===== config.mk =====
export PLATFORM = sky130hd
export DESIGN_NAME = fixed_point_act_fun_grad
export DESIGN_NICKNAME = d
export VERILOG_FILES = /design/src/rtl/fixed_point_pkg.sv /design/src/rtl/fixed_point_seq_mul.sv /design/src/rtl/fixed_point_act_fun_grad.sv
export SDC_FILE = /design/constraint.sdc
export NUM_CORES = 1
export LEC_CHECK = 0
export CAP_MARGIN = 30
export CORE_MARGIN = 2
export CORE_UTILIZATION = 55
export DETAILED_ROUTE_END_ITERATION = 10
export PLACE_DENSITY = 0.73
export SETUP_SLACK_MARGIN = 0.4
export SYNTH_ARGS = -nofsm -noshare
export SYNTH_HDL_FRONTEND = slang
export SYNTH_SLANG_ARGS = --single-unit

===== constraint.sdc =====
create_clock -name CLK -period 5.4 [get_ports CLK]
set_input_delay 1.35 -clock CLK [delete_from_list [all_inputs] [get_ports CLK]]
set_output_delay 1.35 -clock CLK [all_outputs]
set_load 0.05 [all_outputs]

===== src/rtl/fixed_point_pkg.sv =====
// Shared fixed-point helpers: FSM state type, ONE constant, range check and fit.
// ACT_GRAD_SATURATE_EN selects clamping in fx_fit; otherwise values wrap.
package fixed_point_pkg;

  typedef enum logic [2:0] {
    ST_IDLE,
    ST_SQ,
    ST_SUB,
    ST_SC,
    ST_OUT
  } state_e;

  // Wide signed scratch type; holds any 2*WIDTH+1 bit intermediate for WIDTH <= 31.
  localparam int FX_MAXW = 64;
  typedef logic signed [FX_MAXW-1:0] fx_wide_t;

  function automatic int fx_one(input int frac_bits);
    return 1 << frac_bits;
  endfunction

  function automatic logic fx_ovf(input fx_wide_t v, input int w);
    fx_wide_t hi, lo;
    hi = (fx_wide_t'(1) <<< (w - 1)) - fx_wide_t'(1);
    lo = -(fx_wide_t'(1) <<< (w - 1));
    return (v > hi) || (v < lo);
  endfunction

  // Brings v into the signed w-bit range, returned sign-extended.
  function automatic fx_wide_t fx_fit(input fx_wide_t v, input int w);
`ifdef ACT_GRAD_SATURATE_EN
    fx_wide_t hi, lo;
    hi = (fx_wide_t'(1) <<< (w - 1)) - fx_wide_t'(1);
    lo = -(fx_wide_t'(1) <<< (w - 1));
    if (v > hi) return hi;
    if (v < lo) return lo;
    return v;
`else
    return (v <<< (FX_MAXW - w)) >>> (FX_MAXW - w);
`endif
  endfunction

endpackage


===== src/rtl/fixed_point_seq_mul.sv =====
// Unsigned radix-2 shift-add multiplier; DONE pulses exactly WIDTH cycles after START.
// Bit 0 of B is consumed on the START edge itself, the remaining WIDTH-1 bits after it.
module fixed_point_seq_mul #(
  parameter int WIDTH = 16
) (
  input  logic               CLK,
  input  logic               RSTN,
  input  logic               START,
  input  logic [WIDTH-1:0]   A,
  input  logic [WIDTH-1:0]   B,
  output logic               DONE,
  output logic [2*WIDTH-1:0] P
);

  localparam int CW = $clog2(WIDTH + 1);

  logic [2*WIDTH-1:0] acc_q, acc_d, mcand_q, mcand_d;
  logic [WIDTH-1:0]   mplr_q, mplr_d;
  logic [CW-1:0]      cnt_q, cnt_d;
  logic               busy_q, busy_d;

  always_comb begin
    acc_d   = acc_q;
    mcand_d = mcand_q;
    mplr_d  = mplr_q;
    cnt_d   = cnt_q;
    busy_d  = busy_q;
    if (START) begin
      acc_d   = B[0] ? {{WIDTH{1'b0}}, A} : '0;
      mcand_d = {{(WIDTH-1){1'b0}}, A, 1'b0};
      mplr_d  = B >> 1;
      cnt_d   = CW'(WIDTH - 1);
      busy_d  = 1'b1;
    end else if (busy_q) begin
      if (cnt_q == '0) begin
        busy_d = 1'b0;
      end else begin
        if (mplr_q[0]) acc_d = acc_q + mcand_q;
        mcand_d = mcand_q << 1;
        mplr_d  = mplr_q >> 1;
        cnt_d   = cnt_q - CW'(1);
      end
    end
  end

  always_ff @(posedge CLK or negedge RSTN) begin
    if (!RSTN) begin
      acc_q   <= '0;
      mcand_q <= '0;
      mplr_q  <= '0;
      cnt_q   <= '0;
      busy_q  <= 1'b0;
    end else begin
      acc_q   <= acc_d;
      mcand_q <= mcand_d;
      mplr_q  <= mplr_d;
      cnt_q   <= cnt_d;
      busy_q  <= busy_d;
    end
  end

  assign DONE = busy_q && (cnt_q == '0);
  assign P    = acc_q;

endmodule


===== src/rtl/fixed_point_act_fun_grad.sv =====
// tanh backward step: VALUE_OUT = g * (1 - y^2), one shared sequential multiplier.
// ACT_GRAD_SATURATE_EN clamps overflowing values; default build wraps.
module fixed_point_act_fun_grad
  import fixed_point_pkg::*;
#(
  parameter int WIDTH     = 16,
  parameter int FRAC_BITS = 13
) (
  input  logic             CLK,
  input  logic             RSTN,
  input  logic [WIDTH-1:0] VALUE_IN,
  input  logic [WIDTH-1:0] GRAD_IN,
  input  logic             VALID_IN,
  output logic             READY_OUT,
  output logic [WIDTH-1:0] VALUE_OUT,
  output logic             VALID_OUT,
  input  logic             READY_IN,
  output logic             OVERFLOW
);

  localparam fx_wide_t         ONE_W = fx_wide_t'(fx_one(FRAC_BITS));
  localparam logic [WIDTH-1:0] ONE_U = WIDTH'(fx_one(FRAC_BITS));

  state_e             state_q;
  logic [WIDTH-1:0]   g_q, p1_q, d_q, value_q;
  logic               valid_q, ovf_q, sc_start_q;

  logic               accept, sc_phase, mul_start, mul_done;
  logic [WIDTH-1:0]   y_abs, g_abs, d_abs, mul_a, mul_b;
  logic [2*WIDTH-1:0] mul_p;
  fx_wide_t           sq_w, diff_w, prod_w, res_w;
  logic [WIDTH-1:0]   p1_d, d_d, res_d;
  logic               y_ovf, p1_ovf, d_ovf, res_ovf;

  always_comb begin
    accept   = (state_q == ST_IDLE) && VALID_IN;
    sc_phase = (state_q == ST_SC);
    y_abs    = VALUE_IN[WIDTH-1] ? -VALUE_IN : VALUE_IN;
    g_abs    = g_q[WIDTH-1] ? -g_q : g_q;
    d_abs    = d_q[WIDTH-1] ? -d_q : d_q;
    y_ovf    = y_abs > ONE_U;

    // The square is launched straight off the input on the accepting edge;
    // the scaling product starts from registered operands in the first SC cycle.
    mul_start = accept | sc_start_q;
    mul_a     = sc_phase ? g_abs : y_abs;
    mul_b     = sc_phase ? d_abs : y_abs;

    sq_w   = fx_wide_t'(mul_p) >>> FRAC_BITS;
    p1_ovf = fx_ovf(sq_w, WIDTH);
    p1_d   = WIDTH'(fx_fit(sq_w, WIDTH));

    diff_w = ONE_W - fx_wide_t'($signed(p1_q));
    d_ovf  = fx_ovf(diff_w, WIDTH);
    d_d    = WIDTH'(fx_fit(diff_w, WIDTH));

    prod_w  = fx_wide_t'(mul_p);
    res_w   = ((g_q[WIDTH-1] ^ d_q[WIDTH-1]) ? -prod_w : prod_w) >>> FRAC_BITS;
    res_ovf = fx_ovf(res_w, WIDTH);
    res_d   = WIDTH'(fx_fit(res_w, WIDTH));
  end

  fixed_point_seq_mul #(.WIDTH(WIDTH)) u_mul (
    .CLK   (CLK),
    .RSTN  (RSTN),
    .START (mul_start),
    .A     (mul_a),
    .B     (mul_b),
    .DONE  (mul_done),
    .P     (mul_p)
  );

  always_ff @(posedge CLK or negedge RSTN) begin
    if (!RSTN) begin
      state_q    <= ST_IDLE;
      g_q        <= '0;
      p1_q       <= '0;
      d_q        <= '0;
      value_q    <= '0;
      valid_q    <= 1'b0;
      ovf_q      <= 1'b0;
      sc_start_q <= 1'b0;
    end else begin
      case (state_q)
        ST_IDLE: begin
          if (accept) begin
            g_q     <= GRAD_IN;
            ovf_q   <= y_ovf;
            state_q <= ST_SQ;
          end
        end
        ST_SQ: begin
          if (mul_done) begin
            p1_q    <= p1_d;
            ovf_q   <= ovf_q | p1_ovf;
            state_q <= ST_SUB;
          end
        end
        ST_SUB: begin
          d_q        <= d_d;
          ovf_q      <= ovf_q | d_ovf;
          sc_start_q <= 1'b1;
          state_q    <= ST_SC;
        end
        ST_SC: begin
          sc_start_q <= 1'b0;
          if (mul_done) begin
            value_q <= res_d;
            valid_q <= 1'b1;
            ovf_q   <= ovf_q | res_ovf;
            state_q <= ST_OUT;
          end
        end
        ST_OUT: begin
          if (READY_IN) begin
            valid_q <= 1'b0;
            state_q <= ST_IDLE;
          end
        end
        default: state_q <= ST_IDLE;
      endcase
    end
  end

  assign READY_OUT = RSTN && (state_q == ST_IDLE);
  assign VALUE_OUT = value_q;
  assign VALID_OUT = valid_q;
  assign OVERFLOW  = ovf_q;

endmodule


==> results of run 1 <==
critical path: stages, from the launching register on:
cell and delay, ps:
dfrtp_1 400, or4_4 550, nor3_4 220, nand4_4 170
or4_4 600, nor4_4 230, nor4b_1 300, ha_1 180
nor4b_1 350, a32oi_1 160, mux2i_1 310, o211ai_2 120
a31oi_1 240, a41oi_2 60
power breakdown:
part	switching (W)	internal (W)
sequential	0.000628	0.00167
clock	0.000537	0.000664
combinational	0.00242	0.00167
total	0.00358	0.00400
per-stage QoR:
| step | instances | worst slack (ps) | hold WS [ps] | instance area, um2 |
|---|---|---|---|---|
| global placement | 1336 | 1440 | 462 | 10400 |
| detailed placement | 1337 | 1400 | 469 | 10400 |
| finish | 1370 | 1350 | 477 | 11000 |
| CTS | 1369 | 1390 | 484 | 11000 |
| floorplan | 1097 | 1990 | 451 | 9660 |
| global route | 1370 | 1180 | 522 | 11000 |
final cells by class:
class                      instances  share of cell area [%]
timing repair buffer              70                    6.08
multi-input combinational        867                    50.3
inverter                          22                   0.751
clock buffer                      20                    4.06
clock inverter                    12                    1.19
tap                              225                    2.56
sequential                       154                    35.0
routing by layer:
metal,routed length [um],share of wire (%),vias to the layer above
met4,304,1.2,0
met2,11700,47,240
met1,11900,47,3979
li1,-,-,3965
met5,0,0,-
met3,1240,4.9,26
path summary, 6_finish.rpt:
| check | endpoint | cells past startpoint |
|---|---|---|
| setup / recovery | OVERFLOW | 13 |
| hold / removal | VALUE_OUT[1] | 2 |
| setup reg to reg | OVERFLOW | 13 |
| hold reg to reg | VALUE_OUT[1] | 2 |
| max in group asynchronous | u_mul.mcand_q[20] | 2 |
| min in group asynchronous | d_q[0] | 1 |
state kept, by name, indices dropped and copies added, names as in the netlist:
| signal | count |
|---|---|
| OVERFLOW | 1 |
| VALID_OUT | 1 |
| VALUE_OUT | 16 |
| d_q | 16 |
| g_q | 16 |
| p1_q | 16 |
| sc_start_q | 1 |
| state_q | 3 |
| u_mul.P | 32 |
| u_mul.busy_q | 1 |
| u_mul.cnt_q | 5 |
| u_mul.mcand_q | 31 |
| u_mul.mplr_q | 15 |
cell usage after synthesis, types with 15 or more instances:
| master | count | area share, % |
|---|---|---|
| ha_1 | 38 | 4.9 |
| nor3_1 | 18 | 0.93 |
| xnor2_1 | 48 | 4.4 |
| o31ai_1 | 15 | 1.2 |
| mux2i_1 | 17 | 1.8 |
| inv_1 | 22 | 0.85 |
| dfrtp_1 | 154 | 40 |
| a21oi_1 | 86 | 4.5 |
| xor2_1 | 49 | 4.4 |
| a31oi_1 | 16 | 1.0 |
| clkbuf_1 | 48 | 1.9 |
| mux2_2 | 34 | 4.0 |
| nand2_1 | 186 | 7.2 |
| nor2_1 | 63 | 2.4 |
| o21ai_0 | 104 | 5.4 |
kinds of logic after synthesis:
| family | synth area share (%) |
|---|---|
| AO/OA/AOI/OAI | 18.8 |
| XOR/XNOR | 8.79 |
| adder cells (fa/ha/maj) | 5.13 |
| buffers and inverters | 2.97 |
| flip-flops | 39.9 |
| multiplexers | 5.72 |
| AND/OR/NAND/NOR | 18.7 |
placed cells by master, fill, tap and decap left out, drive strengths merged, types with 16 or more instances in the layout:
cell type,count
clkbuf,20
clkdlybuf4s50,53
o21ai,105
a21oi,86
dfrtp,154
inv,29
ha,38
a31oi,16
nor2,63
mux2i,17
nor3,19
nand2,186
xnor2,48
mux2,34
buf,17
xor2,49
==> results.md, run 1 <==
- # diodes: 0
- Dpl hpwl: 17,900 um
- Critical path capture point type: register
- Core area: roughly 17,000 um2
- Setup tns final: 0 ps
- Netlist cell types: between 60 and 70
- Die area: about 19,000 um2
- Worst VDD drop: between 0.3 and 0.4 mV
- Post-Syn Area per Cell: 8.81 um2
- Hold path start: VALUE_OUT[1]
- I/O pin cnt: 55
- PortBufs: 54
- P per Cell Area: between 600 and 700 nW/um2
- Drt initial violations: approximately 650
- Via density: 5.99
- Crit Path Max Fanout: 7
- Root buffer cell: clkbuf_16
- Worst Path Required: about 5700 ps
- Max Freq: 0.247 GHz
- Mapped Cells: around 1,100
- Worst EP arrival: roughly 4300 ps
- Wirelength per Cell: between 15 and 20 um
- Cts bufs inserted: 17
- Final setup viols: 0
- GR met3 Demand/Resource: 4.70%
- Synth warn: 0
- Max Buffers Root-to-Sink: 2
- Cell Rows: 48
- Clk slew on worst S/H paths: approximately 70 ps
- Detail Route Antenna Nets: 0
- Period utilization: between 70% and 80%
- Fin. Hold Viols: 0
- Min-Delay Path Class: reg2reg
- CTS tree: built
- M2 GR Usage: between 40 and 50%
- # fillers: ~1,400
- First-pass GRT wire length: ~41,000 um
- Crit start category: register
- Residual DRC: 0
- Drt first pass iters: 5
- RSZ-0062 raised after global routing: false
- EDFF count, synth: 0
- Ys async rst share: 100%
- Cell Area, Synth: 9660 um2
- Mapped Nets: 1,172
- Die X: between 100 and 150 um
- Slew headroom: 38.0%
- Final net count: 1,207
- Vias: a little over 8,000
- Status: finished clean
- Fin crit period: 4050 ps
- Routed WL: 25,100 um
- # Post-CTS Setup Buffers: 0
- Hold-fix buffers at CTS: 0
- Cts repair resizes: 0
- Fin. max-slew vios: 0
- Area delta synth->final: 13.9%
- Gr usage total: ~28%
- Die H: roughly 140 um
- Area occupied by multi-input gates: 5540 um2
- Initial antenna violation count: 0
- R2R Path Start: u_mul.P[12]
- R2R setup slack: 1350 ps
- Share of the yosys chip area belonging to registers: between 30% and 40%
- Top Usage Layer GRT: met2
- Clock latency at the later pin of the worst-skew pair: between 400 and 500 ps
- Slew of the pin with the lowest slew margin: just over 900 ps
- Vias in the first global route: 7,724
- Finished Core Util: a little under two thirds
- Sequential cell area: around 3900 um2
- Tot Pwr: around 0.0076 W
- Clock Skew: roughly 12 ps
- Largest net degree at the start of global routing: between 60 and 70
- Max-cap violation count: 0
- WS Path Type: reg2reg
- Primary FF master, synth: dfrtp_1
- Critical Path Start: u_mul.P[12]
- H-tree depth: 4
- GRT overflow: 0
- Leakage power: 4.79 nW
- Met1 Usage GRT: 40.8%
- Fraction of layout cells with a size suffix above 1: slightly below 9%
- GP Congestion: 0.957
- Yosys reg bits: around 150
- Initial Util: about 56%
- Clock sink count: 154
(Power assumes the default switching activity.)
==> inputs of run 2 (changes only) <==
Settings changed: PLACE_DENSITY 0.73 to 0.76.
Clock period 5.4 ns to 3.5 ns, I/O delays scaled along.
==> run 2 against run 1 <==
  * Register-to-register slack lost 1300 ps
  * Via count is 1.7% higher
  * Global-route usage increased by 0.082 points
  * Sequential power rose by 51%
  * Count of clock-buffer cells in the layout grew 2
  * Final cell count rose by 0.95%
  * Final area grew 2.2%
  * First-iteration DRC count grew 42%
  * Non-clock buffer count up 14
  * Largest power group unchanged
  * Highest routed layer unchanged
==> results.md, run 2 (synthesis results as in run 1) <==
- Period utilization: roughly 98%
- Critical path capture point type: register
- GP Congestion: 0.941
- Residual DRC: 0
- Slew of the pin with the lowest slew margin: a little over 900 ps
- Final setup viols: 0
- Sequential Power Share: between 20 and 30%
- Final net count: ~1,200
- Register-to-Register Path Depth: 13
- Max reg flops: 32
- PortBufs: 54
- Routed WL: 25,000 um
- GRT overflow: 0
- Placement-stage cell area: between 10,000 and 15,000 um2
- Pint: about 0.0065 W
- CTS tree: built
- Finished Core Util: around two thirds
- Die area: ~19,000 um2
- Leakage power: roughly 4.9 nW
- R2R Path Start: u_mul.P[12]
- Worst VDD drop: 0.515 mV
- P per Cell Area: 1070 nW/um2
- Clock Skew: about 9.5 ps
- Drt first pass iters: 6
- Fin crit period: 3420 ps
- Wirelength per Cell: approximately 18 um
- Max Buffers Root-to-Sink: 2
- Crit Path Max Fanout: 4
- Min-Delay Path Class: reg2reg
- Vias in the first global route: 7,922
- # diodes: 0
- Initial antenna violation count: 0
- Vias: ~8,400
- RSZ-0062 raised after global routing: true
- Root buffer cell: clkbuf_16
- I/O pin cnt: between 50 and 60
- Cell Rows: 48
- R2R setup slack: between 80 and 90 ps
- Dpl hpwl: approximately 18,000 um
- Fraction of layout cells with a size suffix above 1: 11.1%
- # fillers: approximately 1,400
- Most common cell after layout, fill and taps aside: nand2_1
- Slew headroom: between 30 and 40%
- H-tree depth: 4
- Setup ws final: about 80 ps
- Drt initial violations: around 920
- Non-Filler Instances: 1,383
- Detail Route Antenna Nets: 0
- Status: finished clean
- P_sw: ~0.0056 W
- Worst EP arrival: ~3800 ps
- Max Freq: roughly 0.29 GHz
- First-pass GRT wire length: slightly above 40,000 um
- Fin area: 11,200 um2
- Crit start category: register
- Die X: 137 um
- Clk pwr share: 16.1%
- Largest net degree at the start of global routing: between 150 and 200
- Fin. Hold Viols: 0
- Hold-critical path endpoint: VALUE_OUT[10]
- Initial Util: approximately 56%
- Dpl cells: between 1,000 and 1,500
- Most frequent cells in the layout: 186 x nand2_1, 154 x dfrtp_1, 102 x o21ai_0, 83 x a21oi_1, 61 x nor2_1
- Die H: 137 um
- Fin. max-slew vios: 0
- Clock latency at the later pin of the worst-skew pair: 430 ps
- Min-Delay Path Depth: 2
- Combinational group share of total power: between 50% and 60%
- Gr usage total: between 20 and 30%
- Core area: approximately 17,000 um2
- Max-cap violation count: 0
- Hold path start: VALUE_OUT[10]
- Tot Pwr: 0.0120 W
- Cts bufs inserted: 17
- WS Path Type: reg2reg
- Setup WS pre-CTS: slightly above 30 ps
- Worst Path Required: 3850 ps
- Clock sink count: 154
- Clk slew on worst S/H paths: 60 ps
- Via density: roughly 6.0
- RR Endpoint: OVERFLOW
- Area delta synth->final: 16.4%
- Switching part of the total: a little under half
- Hold-fix buffers at CTS: 0
-- run 2: changes by cell type in the layout (fill, tap and decap cells not counted), sizes merged --
cell / change
buf: +15
inv: -4
bufinv: +2
clkbuf: +2
clkdlybuf4s50: -1
clkinv: -1
-- run 2: layer usage --
metal | vias to the layer above | part of all wire [%] | GRT usage [%]
met5 | - | 0 | 0
met4 | 0 | 2.9 | 11.1
met3 | 53 | 7.1 | 5.15
met2 | 315 | 45 | 42.8
met1 | 3985 | 45 | 40.4
li1 | 3998 | - | -
-- run 2: worst max-delay path: stages (launching register included) --
cell and delay (ps):
dfrtp_1 400, or4_4 560, nor3_4 180, nand4_4 120
or4_4 470, nor4_4 180, nor4b_4 240, ha_1 280
nor4b_4 140, a32oi_1 200, mux2i_1 130, o211ai_2 170
a31oi_2 110, a41oi_2 160
-- run 2: repair_timing --
action / in CTS / in global routing
pin swaps: 0 / 3
setup endpoints to repair: 3 / 4
endpoints found under the hold margin: 0 / 0
setup buffers: 0 / 1
resized for setup: 3 / 12
-- run 2: area by class of cell --
class	instances	area [um2]	area share [%]
timing repair buffer	84	802	7.13
inverter	22	82.6	0.735
sequential	154	3850	34.3
multi-input combinational	867	5610	49.9
tap	225	282	2.50
clock buffer	22	474	4.22
clock inverter	9	136	1.21
-- run 2: how the worst max path moves through the flow --
stage / startpoint / to / slack [ps] / cells past startpoint
detailed placement: u_mul.P[12] / OVERFLOW / 30 / 13
CTS: u_mul.P[12] / OVERFLOW / 20 / 13
finish: u_mul.P[12] / OVERFLOW / 80 / 13
global route: u_mul.P[12] / OVERFLOW / -80 / 13
global placement: u_mul.P[12] / OVERFLOW / 110 / 13
floorplan: u_mul.P[12] / OVERFLOW / 170 / 13
-- run 2: metrics by stage --
stage | setup TNS (ps) | hold slack (ps)
6_report | 0 | 476
5_1_grt | -78.4 | 512
4_1_cts | 0 | 483
3_5_place_dp | 0 | 469
3_3_place_gp | 0 | 461
2_1_floorplan | 0 | 451
-- run 2: power by group through the flow --
stage	registers, W	logic [W]	clock network [W]
floorplan	0.00345	0.00458	0
global placement	0.00342	0.00625	0
detailed placement	0.00345	0.00641	0
CTS	0.00343	0.00649	0.00194
global route	0.00357	0.00734	0.00203
finish	0.00345	0.00665	0.00193
==> inputs of run 3 (changes only) <==
Settings changed: PLACE_DENSITY 0.76 to 0.73.
Clock period 3.5 ns to 3.54 ns, I/O delays scaled along.
==> run 3 against run 2 <==
  * Non-clock buffer count is 4 higher
  * Largest cell class unchanged
  * Sequential share of layout area grew 0.080 points
  * Final cell count is 0.36% higher
  * Largest power group unchanged
  * Final area shrank 0.23%
  * Setup slack better by 26 ps
  * Critical endpoint unchanged
  * Combinational power down 2%
  * Wire length down 0.63%
  * Flip-flop and latch count unchanged
  * Die area did not move
  * Via count increased by 0.49%
  * Utilization decreased by 0.15 points
==> results.md, run 3 (synthesis results as in run 1) <==
- Status: finished clean
- Final net count: between 1,000 and 1,500
- Max-cap violation count: 0
- RR Endpoint: OVERFLOW
- Period utilization: approximately 97%
- Die H: between 100 and 150 um
- # Post-CTS Setup Buffers: 0
- Crit Path Max Fanout: 4
- Final setup viols: 0
- Worst Path Required: 3890 ps
- Critical Path Start: u_mul.P[12]
- Fraction of layout cells with a size suffix above 1: a little under an eighth
- Finished Core Util: 65.1%
- Max Buffers Root-to-Sink: 2
- Dpl hpwl: roughly 18,000 um
- Most frequent cells in the layout: 186 x nand2_1, 154 x dfrtp_1, 102 x o21ai_0, 84 x a21oi_1, 61 x nor2_1
- Fin. max-slew vios: 0
- Slew headroom: between 40% and 50%
- H-tree depth: 4
- Clock latency at the later pin of the worst-skew pair: 440 ps
- Clk slew on worst S/H paths: 60 ps
- WS Path Type: reg2reg
- Worst EP arrival: between 3000 and 4000 ps
- Root buffer cell: clkbuf_16
- Hold-fix buffers at CTS: 0
- Fin. Hold Viols: 0
- Initial antenna violation count: 0
- Most common cell after layout, fill and taps aside: nand2_1
- Min-Delay Path Class: reg2reg
- Vias in the first global route: about 7,900
- Dpl cells: about 1,400
- R2R Path Start: u_mul.P[12]
- Fin area: about 11,000 um2
- Vias: approximately 8,400
- Area delta synth->final: 16.1%
- Drt first pass iters: 5
- Detail Route Antenna Nets: 0
- Gr usage total: roughly 28%
- First-pass GRT wire length: about 40,000 um
- Clock sink count: ~150
- Placement-stage cell area: roughly 11,000 um2
- GP Congestion: between 0.9 and 1
- Max reg flops: 32
- Wirelength per Cell: approximately 18 um
- Cell Rows: 48
- Min-Delay Path Depth: 2
- Setup tns final: 0 ps
- CTS tree: built
- Clock Skew: 16.7 ps
- Non-Filler Instances: approximately 1,400
- Slew of the pin with the lowest slew margin: around 820 ps
- Critical path capture point type: register
- Fin crit period: around 3400 ps
- Register-to-Register Path Depth: 13
- Leakage power: between 4 and 5 nW
- Setup crit end: OVERFLOW
- Via density: just over 6
- I/O pin cnt: 55
- Hold path start: VALUE_OUT[5]
- Core area: 17,200 um2
- Die X: about 140 um
- Routed WL: 24,800 um
- Largest net degree at the start of global routing: roughly 160
- Crit start category: register
- Setup ws final: between 100 and 150 ps
- Initial Util: between 50% and 60%
- Drt initial violations: between 700 and 800
- Setup WS pre-CTS: 106 ps
- RSZ-0062 raised after global routing: true
- P per Cell Area: 1040 nW/um2
- GRT overflow: 0
- R2R setup slack: approximately 110 ps
- Die area: roughly 19,000 um2
- # diodes: 0
- Worst VDD drop: just over 0.5 mV
- Max Freq: between 0.2 and 0.3 GHz
- Cts bufs inserted: 17
- PortBufs: 54
- Residual DRC: 0
-- run 3: worst min-delay path by stage --
stage / endpoint / slack, ps
after detailed placement: VALUE_OUT[5] / 470
final: VALUE_OUT[5] / 480
after global routing: VALUE_OUT[14] / 500
after floorplan: u_mul.P[0] / 450
after global placement: VALUE_OUT[5] / 460
after CTS: VALUE_OUT[14] / 480
-- run 3: per-stage QoR --
| stage | total power (W) | hold slack, ps |
|---|---|---|
| final | 0.0117 | 477 |
| after global routing | 0.0126 | 502 |
| after CTS | 0.0115 | 484 |
| after detailed placement | 0.00975 | 470 |
| after global placement | 0.00963 | 462 |
| after floorplan | 0.00795 | 451 |
-- run 3: timing repair --
item | in CTS | in global routing
cloned | 0 | 0
resized for setup | 1 | 16
endpoints found under the setup margin | 2 | 6
-- run 3: critical path, stage by stage (launching register included) --
cell and delay [ps]:
dfrtp_1 400, or4_4 550, nor3_4 180, nand4_4 120, or4_4 480, nor4_4 230
nor4b_4 220, ha_1 280, nor4b_4 140, a32oi_1 210, mux2i_1 120, o211ai_2 150
a31oi_1 120, a41oi_2 160
-- run 3: cell type report --
| cell class | instances | area (um2) |
|---|---|---|
| clock buffer | 20 | 467 |
| tap | 225 | 282 |
| inverter | 22 | 82.6 |
| timing repair buffer | 88 | 820 |
| clock inverter | 12 | 92.6 |
| multi-input combinational | 867 | 5620 |
| sequential | 154 | 3850 |
| fill | 1401 | 6020 |
-- run 3: power by group --
group / total (W) / internal [W] / switching [W]
logic: 0.00654 / 0.00271 / 0.00384
clock network: 0.00174 / 0.000959 / 0.000785
registers: 0.00342 / 0.00254 / 0.000881
total: 0.0117 / 0.00621 / 0.00550
-- run 3: routing by layer --
metal	vias up	share of wire (%)	global-route usage, %
met3	29	7.2	6.44
met5	-	0	0
li1	4005	-	-
met2	288	45	42.7
met1	4070	46	39.7
met4	0	1.5	7.93
==> patch: new RTL, settings of run 2 <==
The package constant `FX_MAXW` goes from 64 to 128.
--- a/src/rtl/fixed_point_pkg.sv
+++ b/src/rtl/fixed_point_pkg.sv
@@ -13,3 +13,3 @@
   // Wide signed scratch type; holds any 2*WIDTH+1 bit intermediate for WIDTH <= 31.
-  localparam int FX_MAXW = 64;
+  localparam int FX_MAXW = 128;
   typedef logic signed [FX_MAXW-1:0] fx_wide_t;
Formal check against the unedited RTL: same outputs for any inputs over 10 cycles, from zero or initial values and one cycle with RSTN low; that may be too few to reach the edited logic, so the function may still have changed.
==> patch against run 2 <==
Maximum frequency up 6.1%; sequential cell count is the same; via count is 3.7% higher; sequential share of layout area shrank 0.65 points; wire length rose by 1.8%; highest routed layer unchanged; synthesized area is 0.47% lower; combinational power is 3% lower; utilization rose by 1.5 points; total power decreased by 2.7%; critical path depth is the same; final area grew 2.0%; setup slack improved by 200 ps.
==> patch: results (changes against run 2) <==
yosys warns=0 (unchanged); core area=17200 um2 (-0.35%); Mapped Nets=1184 (+1.0%); Leakage=0.00518 uW (+5.7%); hpwl dp=17700 um (-0.93%); post-synthesis sequential area ratio=40.1% (+0.19 points); drt first pass iters=5 (-1); Main synth FF type=dfrtp_1; largest net degree at the start of global routing=155 (unchanged); max incr delay on CP=450 ps (-110 ps); port bufs=54 (unchanged); final net count=1270 (+4.0%); DR iter-0 viols=819 (-11%); most frequent cells after synthesis=nand2_1, dfrtp_1, a21oi_1; Root Driver=clkbuf_16; clock buffer count from CTS=17 (unchanged); Yosys top cell area share=40.1% (+0.19 points); Global Route Usage Sum=28.7% (+0.39 points); ant diodes=0 (unchanged); CP max-delay cell=dfrtp_2; clk buf depth=2 (unchanged); via density per instance=6.04 (+0.11%); htree depth=4 (unchanged); synth top area cells=dfrtp_1, nand2_1, a21oi_1; vias in the first global route=8289 (+4.6%); CP arrival=3550 ps (-210 ps); Worst-Margin Slew=971 ps (+39.4 ps); share of cells above drive strength 1=14.7% (+3.7 points); first-pass GRT wire length=41900 um (+2.2%); crit path max fanout=4 (unchanged); skew final=10.1 ps (+0.546 ps); Worst VDD drop=0.000560 V (+8.7%); HP Class=flip-flop to flip-flop; clock slew at reported path FFs=70 ps; total routed wirelength=25400 um (+1.8%); Unique masters post-synth=61 (-6.2%); status=complete, no violations; Top Family by Delay on Critical Path=simple AND/OR/NAND/NOR gates; max FFs per register=32 (unchanged); initial antenna violation count=0 (unchanged); Clock Latency Late Sink=around 440 ps; Post-synth ARST share=100% (unchanged); fill count=1405 (+1.1%); GPL Wtd Cong=0.882 (-6.4%); pre-CTS WS=-325 ps (-356 ps)
==> patch: path summary, 6_finish.rpt <==
| check | startpoint | endpoint | slack (ps) | cells after the start |
|---|---|---|---|---|
| max in group asynchronous | RSTN | u_mul.P[2] | 2250 | 2 |
| worst max register to register | u_mul.P[2] | OVERFLOW | 280 | 13 |
| min in group asynchronous | RSTN | state_q[1] | 560 | 2 |
| worst min-delay path | VALUE_OUT[8] | VALUE_OUT[8] | 480 | 2 |
| worst min register to register | VALUE_OUT[8] | VALUE_OUT[8] | 480 | 2 |
| worst max-delay path | u_mul.P[2] | OVERFLOW | 280 | 13 |
==> patch: repair_timing <==
| item | CTS | global route |
|---|---|---|
| resized for setup | 27 | 23 |
| setup endpoints to repair | 4 | 9 |
| pin swaps | 12 | 11 |
| setup buffers | 9 | 3 |
==> patch: cell type report <==
type	instances	area (um2)	share of cell area (%)
multi-input cells	872	5610	49.0
flip-flops and latches	154	3850	33.6
repair buffers	122	1050	9.16
clock buffers	20	437	3.81
well taps	225	282	2.46
clock inverters	11	123	1.07
inverters	28	105	0.917
==> patch: cells by family after synthesis <==
group,Yosys count,synth area share [%]
compound gates,299,18.8
xor+xnor,98,8.93
fa+ha+maj,39,5.15
buf+inv,83,3.25
flops,154,40.1
mux,43,4.94
simple gates,393,18.8
==> patch: per-stage QoR <==
| step | std cells | area [um2] | util (%) | total power, uW | hold slack, ps |
|---|---|---|---|---|---|
| after floorplan | 1109 | 9620 | - | 7770 | 451 |
| after global placement | 1389 | 10700 | 62.3 | 9400 | 461 |
| after detailed placement | 1389 | 10700 | 62.3 | 9570 | 469 |
| after CTS | 1429 | 11300 | 66.0 | 11500 | 483 |
| after global routing | 1432 | 11500 | 66.7 | 12600 | 500 |
| final | 1432 | 11500 | 66.7 | 11700 | 480 |
==> patch: power breakdown <==
| group | internal [uW] | switching (uW) |
|---|---|---|
| clock | 1040 | 762 |
| sequential | 2540 | 907 |
| combinational | 2690 | 3760 |
| total | 6280 | 5430 |
==> patch: worst min-delay path, delay by kind of cell (launching register included) <==
family / cells / cell delay [ps]
DFF: 1 / 340
AOI/OAI and AO/OA: 1 / 60
and+or+nand+nor: 1 / 50
==> patch: per-layer routing <==
metal,global-route usage [%],up-vias,routed length [um]
met5,0,-,0
met4,11.3,0,773
met3,5.37,61,1460
met2,47.1,315,12100
met1,37.6,4188,11000
li1,-,4092,-
